===== config.mk =====
export PLATFORM = sky130hd
export DESIGN_NAME = acc_pair_drain
export DESIGN_NICKNAME = d
export VERILOG_FILES = /design/src/rtl/acc_pair_drain.sv
export SDC_FILE = /design/constraint.sdc
export NUM_CORES = 1
export LEC_CHECK = 0
export BUFFER_PORTS_ARGS = -buffer_cell sky130_fd_sc_hd__buf_2
export CORE_ASPECT_RATIO = 0.5
export CORE_MARGIN = 10
export CORE_UTILIZATION = 48
export DETAILED_ROUTE_END_ITERATION = 8
export PLACE_DENSITY = 0.76
export SKIP_LAST_GASP = 1
export SLEW_MARGIN = 10
export SYNTH_ARGS = -nofsm -noshare
export SYNTH_HDL_FRONTEND = slang
export SYNTH_SLANG_ARGS = --single-unit

===== constraint.sdc =====
create_clock -name clk -period 1.85 [get_ports clk]
set_input_delay 0.185 -clock clk [delete_from_list [all_inputs] [get_ports clk]]
set_output_delay 0.185 -clock clk [all_outputs]
set_load 0.02 [all_outputs]

===== src/rtl/acc_pair_drain.sv =====
// Snapshots NUM_ACC low/high accumulator pairs on capture and drains them
// as a valid/ready word stream: lane0 lo, lane0 hi, lane1 lo, ... laneN-1 hi.

module acc_pair_lane #(
  parameter int DATA_WIDTH = 18
) (
  input  logic                  clk,
  input  logic                  reset_n,
  input  logic                  load,
  input  logic [DATA_WIDTH-1:0] lo_in,
  input  logic [DATA_WIDTH-1:0] hi_in,
  output logic [DATA_WIDTH-1:0] lo_q,
  output logic [DATA_WIDTH-1:0] hi_q
);
  always_ff @(posedge clk or negedge reset_n) begin
    if (!reset_n) begin
      lo_q <= '0;
      hi_q <= '0;
    end else if (load) begin
      lo_q <= lo_in;
      hi_q <= hi_in;
    end
  end
endmodule

module acc_pair_drain #(
  parameter int DATA_WIDTH = 18,
  parameter int NUM_ACC    = 4,
  localparam int LW        = (NUM_ACC > 1) ? $clog2(NUM_ACC) : 1
) (
  input  logic                          clk,
  input  logic                          reset_n,
  input  logic                          capture,
  input  logic [NUM_ACC*DATA_WIDTH-1:0] acc_low,
  input  logic [NUM_ACC*DATA_WIDTH-1:0] acc_hi,
  output logic [DATA_WIDTH-1:0]         out_data,
  output logic                          out_valid,
  input  logic                          out_ready,
  output logic                          out_is_hi,
  output logic [LW-1:0]                 out_lane,
  output logic                          out_last,
  output logic                          busy,
  output logic                          overrun,
  input  logic                          clr_overrun
);
  localparam int KW = $clog2(2*NUM_ACC);
  localparam logic [KW-1:0] K_LAST = KW'(2*NUM_ACC-1);

  typedef enum logic {IDLE, SEND} state_t;

  state_t state, state_nxt;
  logic [KW-1:0] k;
  logic [NUM_ACC-1:0][DATA_WIDTH-1:0] sh_lo, sh_hi;
  logic accept, last_acc, load, drop;
  logic [LW-1:0] lane;

  assign accept   = (state == SEND) && out_ready;
  assign last_acc = accept && (k == K_LAST);
  // A capture is taken only when the previous snapshot is fully handed off.
  assign load     = capture && ((state == IDLE) || last_acc);
  assign drop     = capture && (state == SEND) && !last_acc;
  assign lane     = LW'(k >> 1);

  for (genvar g = 0; g < NUM_ACC; g++) begin : g_lane
    acc_pair_lane #(.DATA_WIDTH(DATA_WIDTH)) u_lane (
      .clk     (clk),
      .reset_n (reset_n),
      .load    (load),
      .lo_in   (acc_low[g*DATA_WIDTH +: DATA_WIDTH]),
      .hi_in   (acc_hi[g*DATA_WIDTH +: DATA_WIDTH]),
      .lo_q    (sh_lo[g]),
      .hi_q    (sh_hi[g])
    );
  end

  always_ff @(posedge clk or negedge reset_n) begin
    if (!reset_n) state <= IDLE;
    else          state <= state_nxt;
  end

  always_comb begin
    state_nxt = state;
    case (state)
      IDLE: if (capture) state_nxt = SEND;
      SEND: if (last_acc && !capture) state_nxt = IDLE;
      default: state_nxt = IDLE;
    endcase
  end

  always_comb begin
    out_valid = (state == SEND);
    busy      = (state == SEND);
    out_last  = (state == SEND) && (k == K_LAST);
    out_is_hi = k[0];
    out_lane  = lane;
    out_data  = k[0] ? sh_hi[lane] : sh_lo[lane];
  end

  always_ff @(posedge clk or negedge reset_n) begin
    if (!reset_n) begin
      k       <= '0;
      overrun <= 1'b0;
    end else begin
      if (load)                k <= '0;
      else if (accept && !last_acc) k <= k + KW'(1);
      // A dropped capture in the same cycle as a clear still leaves the flag set.
      if (drop)             overrun <= 1'b1;
      else if (clr_overrun) overrun <= 1'b0;
    end
  end
endmodule


==> flow_summary.json <==
{
  "io_buffer_count": 173,
  "multi_input_area_um2": 3209,
  "yosys.area_share.adder": 0.003566,
  "reg2reg_from": "k[1]",
  "layout_min_cycle_time_ns": 2.200,
  "start_util": 0.4876,
  "status": "finished with violations",
  "cts_tree": "done",
  "r2r_cells": 9,
  "path_cells": "buf_12, buf_12, mux4_2, nand2_2, nand2_2, buf_6",
  "syn_to_final_growth_pct": 48.18,
  "final_cell_mix": "155 x buf_2, 147 x dfrtp_1, 94 x mux2_4",
  "die_y_um": 105.5,
  "ff_latch_area_um2": 3731,
  "met1_usage": 0.2718,
  "syn_nets": 584,
  "ant_nets": 0,
  "syn_area_um2": 7017,
  "grt_antenna_before_repair": 2,
  "violations": "setup timing",
  "grt_pass1_wl_mm": 31.86,
  "ir_drop_mv": 0.9355,
  "rsz0062_at_grt": "yes",
  "synth_compound_area_frac": 0.008559,
  "rows": 31,
  "n_fill_cell": 881,
  "min_from": "acc_hi[30]",
  "p_total_w": 0.01769,
  "path_max_fanout": 8,
  "leakagePower_nw": 5.230,
  "grt.met2_usage": 0.3388,
  "clk_path_buf_depth": 2,
  "syn_area_per_cell_um2": 16.20,
  "p_per_area_nw_per_um2": 1702,
  "synth.distinct_cells": 24,
  "hold_violations": 0,
  "pre_cts_ws_ns": -0.05024,
  "worst_slack_ns": -0.3504,
  "clock_sinks": 149,
  "drive_gt1_frac": 0.6359,
  "fin_setup_tns_ns": -34.46,
  "cp.depth": 6,
  "htree_levels": 4,
  "synth_top_family_by_area": "multiplexers",
  "critPathLaunch": "k[1]",
  "grt_use_total": 0.2039,
  "grt_pass1_vias": 5389,
  "arrival_ns": 2.02,
  "clk_pin_slew_ns": 0.07,
  "cp-start-kind": "flip-flop",
  "hp-class": "primary input to flip-flop",
  "final_common_cell": "buf_2",
  "gp_congestion": 0.7512,
  "crit_path_max_incr_delay_ns": 0.57,
  "via_count": 4956,
  "wire_per_inst_um": 23.87,
  "max_freq_ghz": 0.4545,
  "slew_violations": 0,
  "routed_wl_mm": 22.08,
  "io_pins": 174,
  "die_area_um2": 20150,
  "synth_mux_area_frac": 0.3802,
  "die_w_um": 191.0,
  "cpLargestDelayFamily": "multiplexers",
  "core_area_um2": 14390,
  "cts_made_buffers": 17,
  "cts-root-buf": "clkbuf_16",
  "fin_crit_sh": 1.189,
  "ys_warn_count": 0,
  "viasPerCell": 5.358,
  "fin_nets": 863,
  "synth-seq-cells": 149,
  "drt_iter0_drc": 366,
  "max_slew_margin": 0.6785,
  "min_path_cells": 2,
  "clock_skew_ns": 0.01057,
  "criticalPathCategory": "flip-flop to output port",
  "grt_max_degree": 52,
  "clk_latency_ns": 0.42,
  "crit_required_ns": 1.66,
  "drcViolationCount": 0,
  "synth-xor-area-share": 0,
  "finalSetupViolCount": 163,
  "synth_cells": 433,
  "slowest_stage": "mux4_2",
  "busiest_layer": "met2",
  "dp_cells": 797,
  "final_cells": 925,
  "critPathCaptureType": "output port",
  "dr.pass1.iters": 5,
  "worst_slew_pin_slew_ns": 0.4823,
  "globalRouteMet3Util": 0.03684,
  "globalRouteOverflowTotal": 0,
  "dpl.hpwl_mm": 12.57,
  "yosysSeqAreaShare": 0.5314,
  "synth-simple-area-share": 0.03531,
  "maxCapViolations": 0,
  "crit_buf_inv": 3,
  "final_util": 0.7225
}
==> flip-flops by register name (all words and copies together) (netlist names) <==
register and cells:
g_lane.u_lane.lo_q 72, overrun 1, busy 1, k 3, g_lane.u_lane.hi_q 72
==> layout make-up <==
type,count,share of cell area
clock inverter,13,0.01745
inverter,4,0.001564
sequential,149,0.3588
multi-input combinational,253,0.3087
clock buffer,19,0.04164
tap,198,0.02383
antenna,2,0.0004813
timing repair buffer,287,0.2475
==> cell families (layout without fill, tap and decap cells) <==
kind of cell	Yosys count	in the layout
other	0	2
buffers and inverters	32	323
and+or+nand+nor	61	62
adders and majority gates	2	2
AOI/OAI and AO/OA	8	8
muxes	181	181
DFF	149	149
==> where the power goes <==
part	total (W)	internal, W	switching, W	leakage, nW
Combinational	0.00821	0.00480	0.00341	3.12
Clock	0.00367	0.00226	0.00141	0.297
Sequential	0.00581	0.00485	0.000962	1.81
Total	0.0177	0.0119	0.00579	5.23
==> Yosys cell counts (all sizes together) <==
cell type    n  area share
nand2       57       0.030
or2b         1      0.0011
mux2i        1      0.0014
mux2       144        0.26
mux4        36        0.12
inv          3      0.0016
clkinv       1     0.00053
or2          1     0.00089
a21boi       1      0.0016
dfrtp      149        0.53
a21oi        1     0.00071
o21ai        1     0.00071
and2         1     0.00089
a22o         3      0.0037
clkbuf       4      0.0021
nand2b       1      0.0020
o22ai        2      0.0018
buf         24       0.037
ha           2      0.0036
==> worst reg2reg max path: stages (launching register included) <==
cell and delay (ns):
dfrtp_2 0.43, buf_4 0.15, ha_4 0.16, ha_4 0.17
a21boi_4 0.16, buf_6 0.13, nand2b_4 0.16, buf_6 0.13
bufbuf_16 0.26, mux2_2 0.33
==> repair_timing <==
item                                   CTS  global route
cloned                                  16             5
pin swaps                               14            10
hold buffers                            59             0
setup endpoints to repair               80           163
gates resized for setup                 53            73
endpoints found under the hold margin  105             0
buffers inserted                        13             8
==> layer usage <==
layer,part of all wire,vias up
met2,0.50,228
met5,0,-
met4,0.023,0
met1,0.41,2546
li1,-,2132
met3,0.070,50
==> final timing paths <==
check	end	slack (ns)
max	out_data[14]	-0.35
min	g_lane[1].u_lane.hi_q[12]	0.006
max reg2reg	g_lane[1].u_lane.lo_q[1]	-0.34
min reg2reg	g_lane[1].u_lane.hi_q[11]	0.50
max in group asynchronous	g_lane[3].u_lane.lo_q[10]	0.89
min in group asynchronous	g_lane[1].u_lane.lo_q[9]	0.27
==> through the flow <==
| stage | area (um2) | hold slack, ns |
|---|---|---|
| 3_3_place_gp | 8174 | 0.1605 |
| 3_5_place_dp | 8174 | 0.1619 |
| 4_1_cts | 10100 | 0.00006500 |
| 2_1_floorplan | 7044 | -0.1106 |
| 6_report | 10400 | 0.005808 |
| 5_1_grt | 10400 | -0.002651 |
(Power assumes the default switching activity.)
